[src/rtl/uart_loopback_monitor.sv]
// uart_loopback_monitor: debounced send button issues a UART byte and checks its loopback echo.
module uart_loopback_monitor #(
    parameter int DATA_BITS       = 8,
    parameter int DEPTH           = 4,
    parameter int DEBOUNCE_CYCLES = 1_000_000,
    parameter int TIMEOUT_CYCLES  = 100_000
) (
    input  logic                       CLOCK_100,
    input  logic                       reset,
    input  logic [DATA_BITS-1:0]       rx_data,
    input  logic                       rx_valid,
    input  logic                       send_req,
    input  logic [DATA_BITS-1:0]       send_data,
    input  logic                       tx_busy,
    output logic [DATA_BITS-1:0]       tx_data,
    output logic                       tx_send,
    output logic [DEPTH*DATA_BITS-1:0] history,
    output logic [15:0]                rx_count,
    output logic [15:0]                match_count,
    output logic [15:0]                err_count,
    output logic                       mismatch,
    output logic                       timeout,
    output logic                       state_busy
);
    localparam int HW = DEPTH * DATA_BITS;
    localparam int DW = DEBOUNCE_CYCLES > 1 ? $clog2(DEBOUNCE_CYCLES) : 1;
    localparam int TW = $clog2(TIMEOUT_CYCLES + 1);

    typedef enum logic [1:0] {IDLE, ISSUE, WAIT_ECHO} state_t;

    state_t         state;
    logic           sync1, sync2, deb, pending;
    logic [DW-1:0]  deb_cnt;
    logic [TW-1:0]  timer;
    logic           deb_done;

    function automatic logic [15:0] sat_inc(input logic [15:0] v);
        return v == 16'hFFFF ? v : v + 16'd1;
    endfunction

    assign deb_done   = sync2 != deb && deb_cnt == DW'(DEBOUNCE_CYCLES - 1);
    assign state_busy = state != IDLE;

    always_ff @(posedge CLOCK_100) begin
        if (reset) begin
            state       <= IDLE;
            sync1       <= 1'b0;
            sync2       <= 1'b0;
            deb         <= 1'b0;
            deb_cnt     <= '0;
            pending     <= 1'b0;
            timer       <= '0;
            tx_data     <= '0;
            tx_send     <= 1'b0;
            history     <= '0;
            rx_count    <= '0;
            match_count <= '0;
            err_count   <= '0;
            mismatch    <= 1'b0;
            timeout     <= 1'b0;
        end else begin
            sync1   <= send_req;
            sync2   <= sync1;
            deb_cnt <= sync2 == deb || deb_done ? '0 : deb_cnt + 1'b1;
            if (deb_done) deb <= sync2;
            // Only one request is remembered; rises while pending are dropped.
            if (deb_done && sync2) pending <= 1'b1;
            tx_send <= 1'b0;
            if (rx_valid) begin
                history  <= (history << DATA_BITS) | HW'(rx_data);
                rx_count <= sat_inc(rx_count);
            end
            case (state)
                IDLE: if (pending && !tx_busy) state <= ISSUE;
                ISSUE: begin
                    tx_data <= send_data;
                    tx_send <= 1'b1;
                    pending <= 1'b0;
                    timer   <= TW'(TIMEOUT_CYCLES);
                    state   <= WAIT_ECHO;
                end
                WAIT_ECHO: begin
                    // A byte arriving on the expiry cycle wins over the timeout.
                    if (rx_valid) begin
                        if (rx_data == tx_data) match_count <= sat_inc(match_count);
                        else begin
                            mismatch  <= 1'b1;
                            err_count <= sat_inc(err_count);
                        end
                        state <= IDLE;
                    end else begin
                        timer <= timer - 1'b1;
                        if (timer == TW'(1)) begin
                            timeout   <= 1'b1;
                            err_count <= sat_inc(err_count);
                            state     <= IDLE;
                        end
                    end
                end
                default: state <= IDLE;
            endcase
        end
    end
endmodule

[config.mk]
export PLATFORM = sky130hd
export DESIGN_NAME = uart_loopback_monitor
export DESIGN_NICKNAME = d
export VERILOG_FILES = /design/src/rtl/uart_loopback_monitor.sv
export SDC_FILE = /design/constraint.sdc
export NUM_CORES = 1
export LEC_CHECK = 0
export ABC_AREA = 0
export CAP_MARGIN = 30
export CORE_MARGIN = 4
export CORE_UTILIZATION = 43
export CTS_CLUSTER_SIZE = 16
export DETAILED_ROUTE_END_ITERATION = 10
export GPL_TIMING_DRIVEN = 0
export HOLD_SLACK_MARGIN = 0.15
export PLACE_DENSITY = 0.68
export REMOVE_ABC_BUFFERS = 1
export SLEW_MARGIN = 20
export SYNTH_ARGS = -nofsm -noshare
export SYNTH_HDL_FRONTEND = slang
export SYNTH_SLANG_ARGS = --single-unit
[constraint.sdc]
create_clock -name CLOCK_100 -period 4.4 [get_ports CLOCK_100]
set_input_delay 0.88 -clock CLOCK_100 [delete_from_list [all_inputs] [get_ports CLOCK_100]]
set_output_delay 0.88 -clock CLOCK_100 [all_outputs]
set_load 0.01 [all_outputs]
* After elaboration in Yosys (flattened, before gate mapping)
Cells that the tools add are included.
** Storage, ports and cells
- Word-level logic and storage cells :: 68
- Input bits :: 21
- Output and inout port bits :: 92
- Bits in registers :: 134
** Operators by class
- Equality and inequality tests :: 14
- Bitwise gates (word level) :: 5
- $add $sub $neg :: 5
- Multiplexer cells :: 11
- Reduce and logical (&&, ||, !) cells :: 18
** Operators with widths (count)
- 16-bit 2-to-1 mux :: 4
- 16-bit by 1-bit adder with 16-bit output, second input constant :: 3
- 16-bit equality test, second input constant :: 3
- 17-bit case mux with 2 select lines :: 1
- 32-bit by 8-bit OR with 32-bit output :: 1
- 20-bit by 1-bit adder with 20-bit output, second input constant :: 1
- 20-bit equality test, second input constant :: 1
- 17-bit by 1-bit equality test with 1-bit output, second input constant :: 1
- 17-bit 2-to-1 mux :: 1
- 17-bit by 1-bit subtractor with 17-bit output, second input constant :: 1
- 3-bit AND reduction :: 3
- 8-bit equality test :: 1
- 2-bit 2-to-1 mux :: 3
- 2-bit inequality test, second input constant :: 3
- 2-bit case mux with 3 select lines :: 1
- 2-bit AND reduction :: 3
- 2-bit nonzero test :: 3
- 1-bit inverter :: 4
- 4-bit AND reduction :: 1
- 2-bit OR reduction :: 2
- 1-bit logical AND :: 3
- 3-bit inequality test, second input constant :: 1
- 2-bit by 1-bit equality test with 1-bit output, second input constant :: 1
- 2-bit equality test, second input constant :: 1
- other kinds (6) :: 6

* Logic depth before layout (Yosys ltp)
Gate-level depths: netlist (run 1).
- Depth in word-level cells :: 4
- Depth in mapped cells :: 9
- Depth with buffers taken out :: 7

* Least setup slack after synthesis (run 1)
OpenSTA, ideal clock, no wires.
- Path type :: input to register
- Start point :: input port rx_data[4]
- End point :: register match_count[15]
- Slack :: 1.856 ns
- Data required time :: 4.330 ns
- Arrival time :: 2.474 ns
- Library setup time :: 0.070 ns
- Stages :: 6
- Buffers on the path :: 0
- Cell sequence :: xor2_1 nor4_1 nand3b_1 or4_1 or3_1 a21oi_1
** On the way
- Cells in the longest elaborated chain, start to end :: 2
** Ends and longest elaborated chain
- start: declaration :: line 10 : input logic [DATA_BITS-1:0] rx_data,
- 8-bit equality test :: line 85 : if (rx_data == tx_data) match_count <= sat_inc(match_count);
- 4-bit AND reduction (no line)
- end signal: assignment :: line 85
- end: declaration :: line 19 : output logic [15:0] match_count,
No other way between the ends.
A chain may end at the register's enable or synchronous reset.

* Worst setup path after layout (run 1)
- Start point :: input port rx_data[3]
- End point :: register match_count[11]
The elaborated chain is that of the path after synthesis.

==> run summary, run 1 <==
The run finished with clean final reports. The largest total area in the synthesized netlist belongs to sky130_fd_sc_hd__dfxtp_1. Yosys mapped the design onto 47 distinct sky130hd cell types. After detailed routing, the number of vias per cell comes to 5.283. For this design the top-level I/O count stands at 113. The die covers 15380 um^2. The net count of the finished layout is 780. The critical path buffer and inverter count is 1.

STA classifies the critical path startpoint as a primary input. Start point of the worst hold path: sync1. After detailed routing, the average wire length per cell comes to 14.23 um. The count of pins over their slew limit was 0. The worst path uses 78.16% of the clock period. The number of global-route vias before repair is 4553, and the number of synthesized register bits is 134. Prior to clock tree synthesis, the placed netlist has a worst setup slack of 0.5268 ns. The DRC violations left was 0; the instance count of the mapped netlist was 646. The congestion estimate from routability-driven global placement came to 0.8067. For this configuration, the core starts out at a cell density of 43.87%. Total number of placement rows: 42. After global routing the overflow that remains totals 0. After clock tree synthesis, the repair step resized 0 gates.

Number of CTS-inserted buffers: 17. The HPWL after detailed placement is 9.614 mm. The tools report the met2 capacity usage during global routing as 30.42%.

For the maximum number of pins on one net before global-route repair, the log shows 68. The global routing usage summed across all routing layers was 18.02%. The first detailed-routing pass took 4 iterations. The floorplan core area was 13190 um^2.

The run gives 0 as the final count of hold timing violations. The synthesized design contains 0 enable-type register cells. The H-tree depth reported by CTS was 4. STA puts the critical path data arrival time at 3.79 ns.

The class of the tightest hold or removal check was reg2reg. Walking the worst path, the cells encountered are clkdlybuf4s50_1, xor2_1, nor4_1, nand3b_1, nor2_1, or4b_2, nand2_1. The tools report the source of the worst register-to-register timing path as tx_data[4]. For the initial antenna violation count, the log shows 0. Yosys attributes the largest share of cell area to sky130_fd_sc_hd__dfxtp_1, sky130_fd_sc_hd__nor2_1, sky130_fd_sc_hd__mux2i_1. The number of I/O port buffers is 112.

Start-to-end type of the worst setup path: in2reg. The peak clock frequency supported by timing was 0.2908 GHz; the relative slew slack was 39.43%. During synthesis, Yosys emitted a total of 0 warnings.

For the static leakage, the log shows 2.717 nW. The placed instances occupy a cell area of 7044 um^2. Compared with the post-synthesis result, the final layout area differs by 30.98%. The global-route track usage on met3 was 5.404%; the required time at the endpoint of the critical path was 4.75 ns. The worst ir drop on vdd was 0.2565 mV; the number of sinks driven by the clock tree was 134. The die extent in y came out at 124.0 um. The root buffer cell chosen for the clock tree is sky130_fd_sc_hd__clkbuf_16. Setup violations remaining at the end of the flow were counted as 0. The tools report the least setup slack across all paths after layout as 0.9609 ns. The power per unit of standard cell area was 344.7 nW/um^2. Among all flip-flop cells after synthesis, the most frequent one is sky130_fd_sc_hd__dfxtp_1. The cell area that synthesis handed to floorplanning was 5787 um^2. Counting I/O delays and the setup requirement, the final critical path takes 3.439 ns. Post-CTS timing repair inserted 0 buffers for setup. For this run, global-route usage on met1 was measured as 22.27%.

The first-pass GRT wire length came out at 22.05 mm. The floorplan die width is 124.0 um, and the biggest fanout along the worst timing path is 16. After clock tree synthesis, the clock-pin slew on the worst setup and hold paths is 0.05 ns. After synthesis, the most frequently instantiated cells are sky130_fd_sc_hd__dfxtp_1, sky130_fd_sc_hd__nor2_1, sky130_fd_sc_hd__nand2_1. The post-route netlist has 6.815% of its cells at a drive strength greater than 1.

The clock reaches the later pin of the worst-skew pair after 0.41 ns. The tool flagged a number of max-cap violations equal to 0. Final wirelength: 13.36 mm. Counting flops with an async set or reset pin after synthesis yields a share of 0%.

The tools report the origin of the worst setup path as rx_data[3]. The longest clock path from root to sink contains 2 buffers. The busiest layer in global routing is met2. The share of the Yosys chip area taken by registers is 46.36%. The most common cell in the synthesized netlist is sky130_fd_sc_hd__dfxtp_1.

The first routing iteration left 362 violations. At the pin with the least slew margin, the transition time is 0.9086 ns. The largest single stage delay on the critical path is 0.62 ns. Power comes to 2.613 mW. The number of routed nets with antenna violations came out at 0. STA classifies the critical path endpoint as a register. After routing the design area is 7580 um^2. On the final layout, the worst hold slack is 0.4390 ns.

For this design, the slowest cell found on the critical path is sky130_fd_sc_hd__or4b_2. For the via count, the log shows 4961. The average instance area after synthesis was 8.958 um^2; the worst clock skew was 0.004127 ns. The family with the most delay on the worst path was simple AND/OR/NAND/NOR gates. TritonCTS built the clock tree. Summed over its instances, the top area cell type makes up 46.36% of the synthesized netlist area. Setup repair after global routing left no endpoint under its margin. The number of hold buffers added after CTS was 0. For the number of diodes added for antenna fixing, the log shows 0.
==> routing by layer <==
metal,vias up,wire length [um]
met3,22,664
met4,0,186
met2,120,6628
li1,2474,-
met5,-,0
met1,2345,5885
==> layout make-up <==
class / instances / area, um^2
Sequential cell: 134 / 2683
Clock buffer: 25 / 515.5
Timing Repair Buffer: 115 / 1176
Inverter: 11 / 41.29
Tap cell: 176 / 220.2
Clock inverter: 4 / 20.02
Fill cell: 1168 / 5610
Multi-Input combinational cell: 474 / 2924
==> registers in the layout, summed over array words and instances, names as in the netlist <==
register / flops
timeout: 1
history: 32
tx_data: 8
err_count: 16
sync2: 1
deb: 1
state: 2
mismatch: 1
tx_send: 1
timer: 17
match_count: 16
sync1: 1
rx_count: 16
pending: 1
deb_cnt: 20
==> worst reg2reg max path, stage by stage, from the launching register on <==
cell and delay (ns):
sky130_fd_sc_hd__dfxtp_1 0.34, sky130_fd_sc_hd__xor2_1 0.17, sky130_fd_sc_hd__nor4_1 0.58, sky130_fd_sc_hd__nand3b_1 0.60
sky130_fd_sc_hd__nor2_1 0.42, sky130_fd_sc_hd__or4b_2 0.62, sky130_fd_sc_hd__nand2_1 0.09
==> worst paths after layout <==
check | slack [ns] | endpoint | cells after the start
setup / recovery | 0.96 | match_count[11] | 7
hold / removal | 0.44 | sync2 | 1
setup reg to reg | 1.53 | match_count[11] | 6
hold reg to reg | 0.44 | sync2 | 1
==> stage by stage <==
| step | instances | utilization [%] | setup TNS [ns] |
|---|---|---|---|
| 6_report | 939 | 57.47 | 0 |
| 2_1_floorplan | 619 | - | 0 |
| 3_3_place_gp | 907 | 52.94 | -32.82 |
| 3_5_place_dp | 910 | 53.41 | 0 |
| 4_1_cts | 939 | 57.47 | 0 |
| 5_1_grt | 939 | 57.47 | 0 |
==> cells by family (layout without fill, tap and decap cells) <==
kind of cell    Yosys count  in the layout  synth area share (%)
simple gates            297            297                 25.38
flops                   134            134                 46.36
compound gates           74             74                 8.195
xor+xnor                 59             59                 8.930
mux                      38             38                 6.616
buf+inv                  38            155                 3.221
fa+ha+maj                 6              6                 1.297
==> cell usage in the layout (no fill, tap or decap), drive strengths merged, types with 4 or more instances in the layout <==
cell / instances
ha: 6
a31oi: 4
dfxtp: 134
or2: 7
nor4b: 4
o31ai: 4
o21a: 4
inv: 11
clkbuf: 25
nand3: 32
nor4: 17
mux2i: 36
o21ai: 10
and3: 11
buf: 5
xor2: 32
nand4: 9
or3: 13
clkdlybuf4s50: 110
nor3: 15
xnor2: 27
o211ai: 10
or4: 6
a21oi: 32
nor2: 110
and4: 6
clkinv: 4
nor2b: 4
nand2: 50
==> power breakdown <==
group	internal, mW	total (mW)	switching [mW]	leakage (nW)
Clock	0.796	1.27	0.472	0.271
Sequential	1.23	1.24	0.00998	1.08
Combinational	0.0552	0.109	0.0535	1.36
No activity file was read; power rests on OpenSTA's default activity.
==> run 2, diff against run 1 <==
- clock period: 4.4 -> 3.2 ns (I/O delays scaled with it)
==> run 2 against run 1 <==
Clock-buffer cell count did not move. Clock power rose by 37%. Global-route usage did not move. Clock skew rose by 0.0010 ns. Combinational power rose by 37%. Utilization rose by 0.23 points. Routed wire length barely moved. Critical endpoint is now match_count[15].
==> run summary, run 2 (synthesized netlist as in run 1, its figures left out) <==
The starting utilization of the core area came out at 43.87% (unchanged). The first-pass GRT wire length was 22.05 mm (unchanged); the global routing usage summed across all routing layers was 18.02% (unchanged). The tools report the number of DRC markers after the initial detailed-route iteration as 312 (was 362). The logs give 2.733 nW (was 2.717 nW) for the static leakage and 0.005164 ns (was 0.004127 ns) for the worst clock skew. The tools report the via count as 4912 (was 4961). The class of the tightest hold or removal check is reg2reg (unchanged). The H-tree depth reported by CTS is 4 (unchanged), and the global placement routability congestion is 0.8067 (unchanged). The run gives 0 (unchanged) as the number of buffers added to fix hold violations after cts.

The utilization after layout is 57.69% (was 57.47%), and the peak clock frequency supported by timing is 0.3659 GHz. The floorplan die width is 124.0 um (unchanged), and the number of CTS-inserted buffers is 17 (unchanged). The run gives 68 (unchanged) as the maximum number of pins on one net before global-route repair. Critical-path cell with the highest stage delay: sky130_fd_sc_hd__nor4_1 (was sky130_fd_sc_hd__or4b_2). After layout, the worst path uses 85.40% of the clock period. The clock root buffer master is sky130_fd_sc_hd__clkbuf_16 (unchanged). The final wirelength was 13.36 mm (about the same). The transition time of the tightest slew-check pin was 0.8933 ns (was 0.9086 ns); the pre-CTS worst setup slack was -0.4332 ns (was 0.5268 ns). The DRC violations left came out at 0 (unchanged).

The count of pins over their slew limit came out at 0 (unchanged). Start-to-end type of the worst setup path: in2reg (unchanged). Setup repair after global routing left no endpoint under its margin.

For the total of endpoints with negative setup slack in the final report, the log shows 0 (unchanged). The flow ran to the end, and the final reports show no timing, DRC or antenna violations. The biggest fanout along the worst timing path came out at 6 (was 16).

The final global-route overflow total was 0 (unchanged). Data arrival time of the worst path: 3.08 ns (was 3.79 ns). TritonCTS built the clock tree.

The tools report the floorplan core area as 13190 um^2 (unchanged). The least setup slack across all paths after layout was 0.4671 ns (was 0.9609 ns). The kind of end point of the critical path was a register (unchanged). The number of global-route vias before repair was 4553 (unchanged); the delay of the slowest cell on the worst path was 0.57 ns (was 0.62 ns). The tools report the required time at the endpoint of the critical path as 3.54 ns (was 4.75 ns). The logs give 943 (was 939) for the final instance count without filler cells and 0 (unchanged) for the final count of hold timing violations. Register clock-pin slew on the reported worst setup and hold paths: 0.05 ns (about the same). The tools report the startpoint type of the worst setup path as a primary input (unchanged). The power per unit of standard cell area came out at 472.2 nW/um^2 (was 344.7 nW/um^2). The number of detailed-route iterations in the first pass was 4 (unchanged); the initial antenna violation count was 0 (unchanged). The HPWL after detailed placement was 9.614 mm (unchanged). The floorplan die area was 15380 um^2 (unchanged); the mean number of vias per cell was 5.209 (was 5.283). The die extent in y was 124.0 um (unchanged); the maximum buffer depth of the clock tree was 2 (unchanged). Registers with the highest flip-flop counts: history: 32 flops, deb_cnt: 20 flops, timer: 17 flops (unchanged). The top-level port count was 113 (unchanged); the number of flip-flops in the largest register was 32 (unchanged). The run gives 0.41 ns (about the same) as the source-to-sink clock delay at the later pin of the worst-skew pair. The fraction of layout instances using a drive strength above 1 works out to 7.301% (was 6.815%). For the number of sinks driven by the clock tree, the log shows 134 (unchanged). The area growth from synthesis to layout came out at 31.50% (was 30.98%). The placed instance count is 910 (unchanged), and the number of I/O port buffers is 112 (unchanged). The average wire length per cell after detail routing was 14.17 um (was 14.23 um).

The number of diodes added for antenna fixing came out at 0 (unchanged). Cell Chain, Critical Path: clkdlybuf4s50_1, xor2_1, nor4_1, nand3b_1, buf_4, or4_1, or3_1, a21oi_1 (was clkdlybuf4s50_1, xor2_1, nor4_1, nand3b_1, nor2_1, or4b_2, nand2_1). The family with the most delay on the worst path is simple AND/OR/NAND/NOR gates (unchanged). The run gives 0.3527 mV (was 0.2565 mV) as the worst ir drop on vdd. Relative slew slack: 40.45% (was 39.43%).

Most used cells in the layout excluding fill and tap cells: sky130_fd_sc_hd__dfxtp_1, sky130_fd_sc_hd__nor2_1, sky130_fd_sc_hd__clkdlybuf4s50_1 (unchanged). Number of nets in the layout: 784 (was 780). The critical path buffer and inverter count works out to 2 (was 1). The worst path needs 2.733 ns of the cycle, external delays included.

The run gives 42 (unchanged) as the total number of placement rows. The top register by number of flip-flops is history (unchanged). The reported max-cap violation count came out at 0 (unchanged). The number of routed nets with antenna violations is 0 (unchanged). The most common library cell in the layout ignoring fill and taps is sky130_fd_sc_hd__dfxtp_1 (unchanged).
[run 2: per-stage QoR]
step	area, um^2	power (mW)	TNS (ns)	hold slack [ns]
finish	7610	3.593	0	0.4390
floorplan	5642	1.778	0	0.4138
global placement	6983	1.880	-161.17	0.4185
detailed placement	7044	1.886	-1.610	0.4310
CTS	7580	3.639	0	0.4433
global route	7610	3.732	0	0.4706
[run 2: repair_timing]
| action | 4_1_cts | 5_1_grt |
|---|---|---|
| setup endpoints to repair | 1 | 3 |
| buffers inserted | 0 | 4 |
| hold endpoints to repair | 0 | 0 |
| resized for setup | 0 | 0 |
| cloned | 0 | 0 |
| pin swaps | 1 | 1 |
[run 2: area by class of cell]
type	count	area (um^2)
Clock inverter	4	20.02
Tap cell	176	220.2
Clock buffer	25	515.5
Inverter	11	41.29
Timing Repair Buffer	119	1206
Multi-Input combinational cell	474	2924
Sequential cell	134	2683
Fill cell	1166	5580
[run 2: layer usage]
| metal | vias up | wire length (um) | track usage, % | part of all wire [%] |
|---|---|---|---|---|
| met3 | 19 | 653 | 5.404 | 4.9 |
| met2 | 111 | 6622 | 30.42 | 50 |
| met1 | 2303 | 5902 | 22.27 | 44 |
| li1 | 2479 | - | - | - |
| met4 | 0 | 181 | 5.202 | 1.4 |
| met5 | - | 0 | 0 | 0 |
[run 2: path summary, 6_finish.rpt]
path,slack [ns],depth (start not counted),start,end
setup / recovery,0.47,8,rx_data[3],match_count[15]
hold / removal,0.44,1,sync1,sync2
setup reg to reg,0.73,6,timer[2],timer[13]
hold reg to reg,0.44,1,sync1,sync2
[run 2: power breakdown]
group          internal, mW  switching (mW)  total, mW
Sequential             1.69          0.0138       1.70
Clock                  1.09           0.649       1.74
Combinational        0.0759          0.0734      0.149
==> run 3, diff against run 2 <==
- RECOVER_POWER: default -> 50
==> run 3 against run 2 <==
Largest cell class unchanged. Largest power group unchanged. Non-clock buffer count did not move. Cell count stayed put. Register-to-register slack got worse by 0.15 ns. Worst setup slack got worse by 0.034 ns.
==> run summary, run 3 (synthesized netlist as in run 1, its figures left out) <==
The count of fill cells added during filler insertion is 1169 (was 1166), and the H-tree depth reported by CTS is 4 (unchanged). The biggest fanout along the worst timing path is 6 (unchanged), and the final wirelength is 13.37 mm (was 13.36 mm). The register clock-pin slew on the reported worst setup and hold paths was 0.05 ns (about the same); the maximum buffer depth of the clock tree was 2 (unchanged). The portion of the clock cycle consumed by the worst path in the final layout came out at 86.46% (was 85.40%).

The relative slew slack was 10.28% (was 40.45%); the via count was 4917 (was 4912). The placed instance count came out at 910 (unchanged). Top register by number of flip-flops: history (unchanged). Shortest period the worst path allows: 2.767 ns (was 2.733 ns). The floorplan die width was 124.0 um (unchanged). The required time at the endpoint of the critical path is 3.52 ns (was 3.54 ns). The power per unit of standard cell area is 472.3 nW/um^2 (was 472.2 nW/um^2), and the final count of hold timing violations is 0 (unchanged). The number of detailed-route iterations in the first pass is 6 (was 4), and the floorplan core area is 13190 um^2 (unchanged). The mean number of vias per cell was 5.214 (was 5.209).

The run gives 943 (unchanged) as the final instance count without filler cells. The DRC violations left is 0 (unchanged), and the count of pins over their slew limit is 0 (unchanged). The fraction of layout instances using a drive strength above 1 works out to 7.301% (unchanged).

The starting utilization of the core area is 43.87% (unchanged), and the static leakage is 2.895 nW (was 2.733 nW). Start-to-end type of the worst setup path: in2reg (unchanged). Final global-route overflow total: 0 (unchanged). Number of CTS-inserted buffers: 17 (unchanged).

The transition time of the tightest slew-check pin was 1.346 ns (was 0.8933 ns). Most used cells in the layout excluding fill and tap cells: sky130_fd_sc_hd__dfxtp_1, sky130_fd_sc_hd__nor2_1, sky130_fd_sc_hd__clkdlybuf4s50_1 (unchanged). Data arrival time of the worst path: 3.08 ns (about the same).

Peak clock frequency supported by timing: 0.3614 GHz (was 0.3659 GHz). The floorplan die area was 15380 um^2 (unchanged). The kind of end point of the critical path is a register (unchanged). The number of diodes added for antenna fixing was 0 (unchanged); the worst clock skew was 0.004006 ns (was 0.005164 ns). The number of I/O port buffers is 112 (unchanged), and the HPWL after detailed placement is 9.614 mm (unchanged). The logic depth of the worst register-to-register path came out at 6 (unchanged). The class of the tightest hold or removal check was reg2reg (unchanged). Setup repair after global routing left no endpoint under its margin.

The run finished with clean final reports. The die extent in y came out at 124.0 um (unchanged). The number of DRC markers after the initial detailed-route iteration was 325 (was 312); the number of global-route vias before repair was 4553 (unchanged). The number of gates resized after cts came out at 0 (unchanged). Startpoint type of the worst setup path: a primary input (unchanged).

Maximum number of pins on one net before global-route repair: 68 (unchanged). Registers with the highest flip-flop counts: history: 32 flops, deb_cnt: 20 flops, timer: 17 flops (unchanged). The final hold slack is 0.4391 ns (was 0.4390 ns). Most common library cell in the layout ignoring fill and taps: sky130_fd_sc_hd__dfxtp_1 (unchanged). The source-to-sink clock delay at the later pin of the worst-skew pair is 0.41 ns (about the same), and the average wire length per cell after detail routing is 14.18 um (was 14.17 um).

TritonCTS built the clock tree. The top-level port count is 113 (unchanged). Clock root buffer master: sky130_fd_sc_hd__clkbuf_16 (unchanged).

For the global placement routability congestion, the log shows 0.8067 (unchanged). The number of sinks driven by the clock tree is 134 (unchanged), and the number of routed nets with antenna violations is 0 (unchanged). For the global routing usage summed across all routing layers, the log shows 18.02% (unchanged).

The first-pass GRT wire length was 22.05 mm (unchanged); the initial antenna violation count was 0 (unchanged). Number of nets in the layout: 784 (unchanged). The area growth from synthesis to layout works out to 31.11% (was 31.50%). The run gives 42 (unchanged) as the total number of placement rows. The worst ir drop on vdd is 0.3513 mV (was 0.3527 mV), and the number of flip-flops in the largest register is 32 (unchanged). The reported max-cap violation count is 0 (unchanged), and the total of endpoints with negative setup slack in the final report is 0 (unchanged). The number of buffers added to fix hold violations after cts was 0 (unchanged); the worst hold path depth was 1 (unchanged).
==> run 3: cell types whose count changed in the layout (fill, tap and decap cells not counted), sizes merged <==
cell and delta:
dlygate4sd3 +51, buf -1, clkdlybuf4s50 -51, clkbuf +1
==> run 3: cell type report <==
type / count / area [um^2] / share of cell area, %
Clock buffer: 25 / 515.5 / 6.794
Clock inverter: 4 / 20.02 / 0.2639
Inverter: 11 / 41.29 / 0.5442
Multi-Input combinational cell: 474 / 2924 / 38.54
Sequential cell: 134 / 2683 / 35.36
Tap cell: 176 / 220.2 / 2.902
Timing Repair Buffer: 119 / 1184 / 15.60
==> run 3: through the flow <==
stage	instance area [um^2]	total power [mW]	utilization [%]	TNS, ns	setup slack (ns)
4_1_cts	7580	3.639	57.47	0	0.03181
3_5_place_dp	7044	1.886	53.41	-1.610	-0.4332
5_1_grt	7587	3.724	57.52	0	0.3239
6_report	7587	3.583	57.52	0	0.4333
3_3_place_gp	6983	1.880	52.94	-161.17	-2.077
2_1_floorplan	5642	1.778	-	0	0.5532
==> run 3: path summary, 6_finish.rpt <==
check | startpoint | endpoint | slack [ns]
max | rx_data[3] | match_count[15] | 0.43
max reg2reg | timer[2] | timer[13] | 0.58
min reg2reg | sync1 | sync2 | 0.44
min | sync1 | sync2 | 0.44
==> run 3: metal layers <==
| metal | global-route usage, % | wire length, um | part of all wire [%] | vias up |
|---|---|---|---|---|
| met5 | 0 | 0 | 0 | - |
| met4 | 5.202 | 159 | 1.2 | 0 |
| met3 | 5.404 | 666 | 5.0 | 17 |
| met2 | 30.42 | 6629 | 50 | 116 |
| met1 | 22.27 | 5916 | 44 | 2305 |
| li1 | - | - | - | 2479 |
==> run 3: critical path, stage by stage <==
cell and delay, ns:
sky130_fd_sc_hd__clkdlybuf4s50_1 0.45, sky130_fd_sc_hd__xor2_1 0.16, sky130_fd_sc_hd__nor4_1 0.57, sky130_fd_sc_hd__nand3b_1 0.15, sky130_fd_sc_hd__buf_4 0.19, sky130_fd_sc_hd__or4_1 0.47
sky130_fd_sc_hd__or3_1 0.32, sky130_fd_sc_hd__a21oi_1 0.13
==> run 3: repair_timing <==
| action | in CTS | in global routing |
|---|---|---|
| endpoints found under the setup margin | 1 | 3 |
| setup buffers | 0 | 4 |
| pin swaps | 1 | 1 |
==> run 3: power breakdown <==
group	leakage (nW)	switching [mW]	internal [mW]	total, mW
Clock	0.271	0.647	1.09	1.74
Combinational	1.54	0.0730	0.0688	0.142
Sequential	1.08	0.0133	1.69	1.70
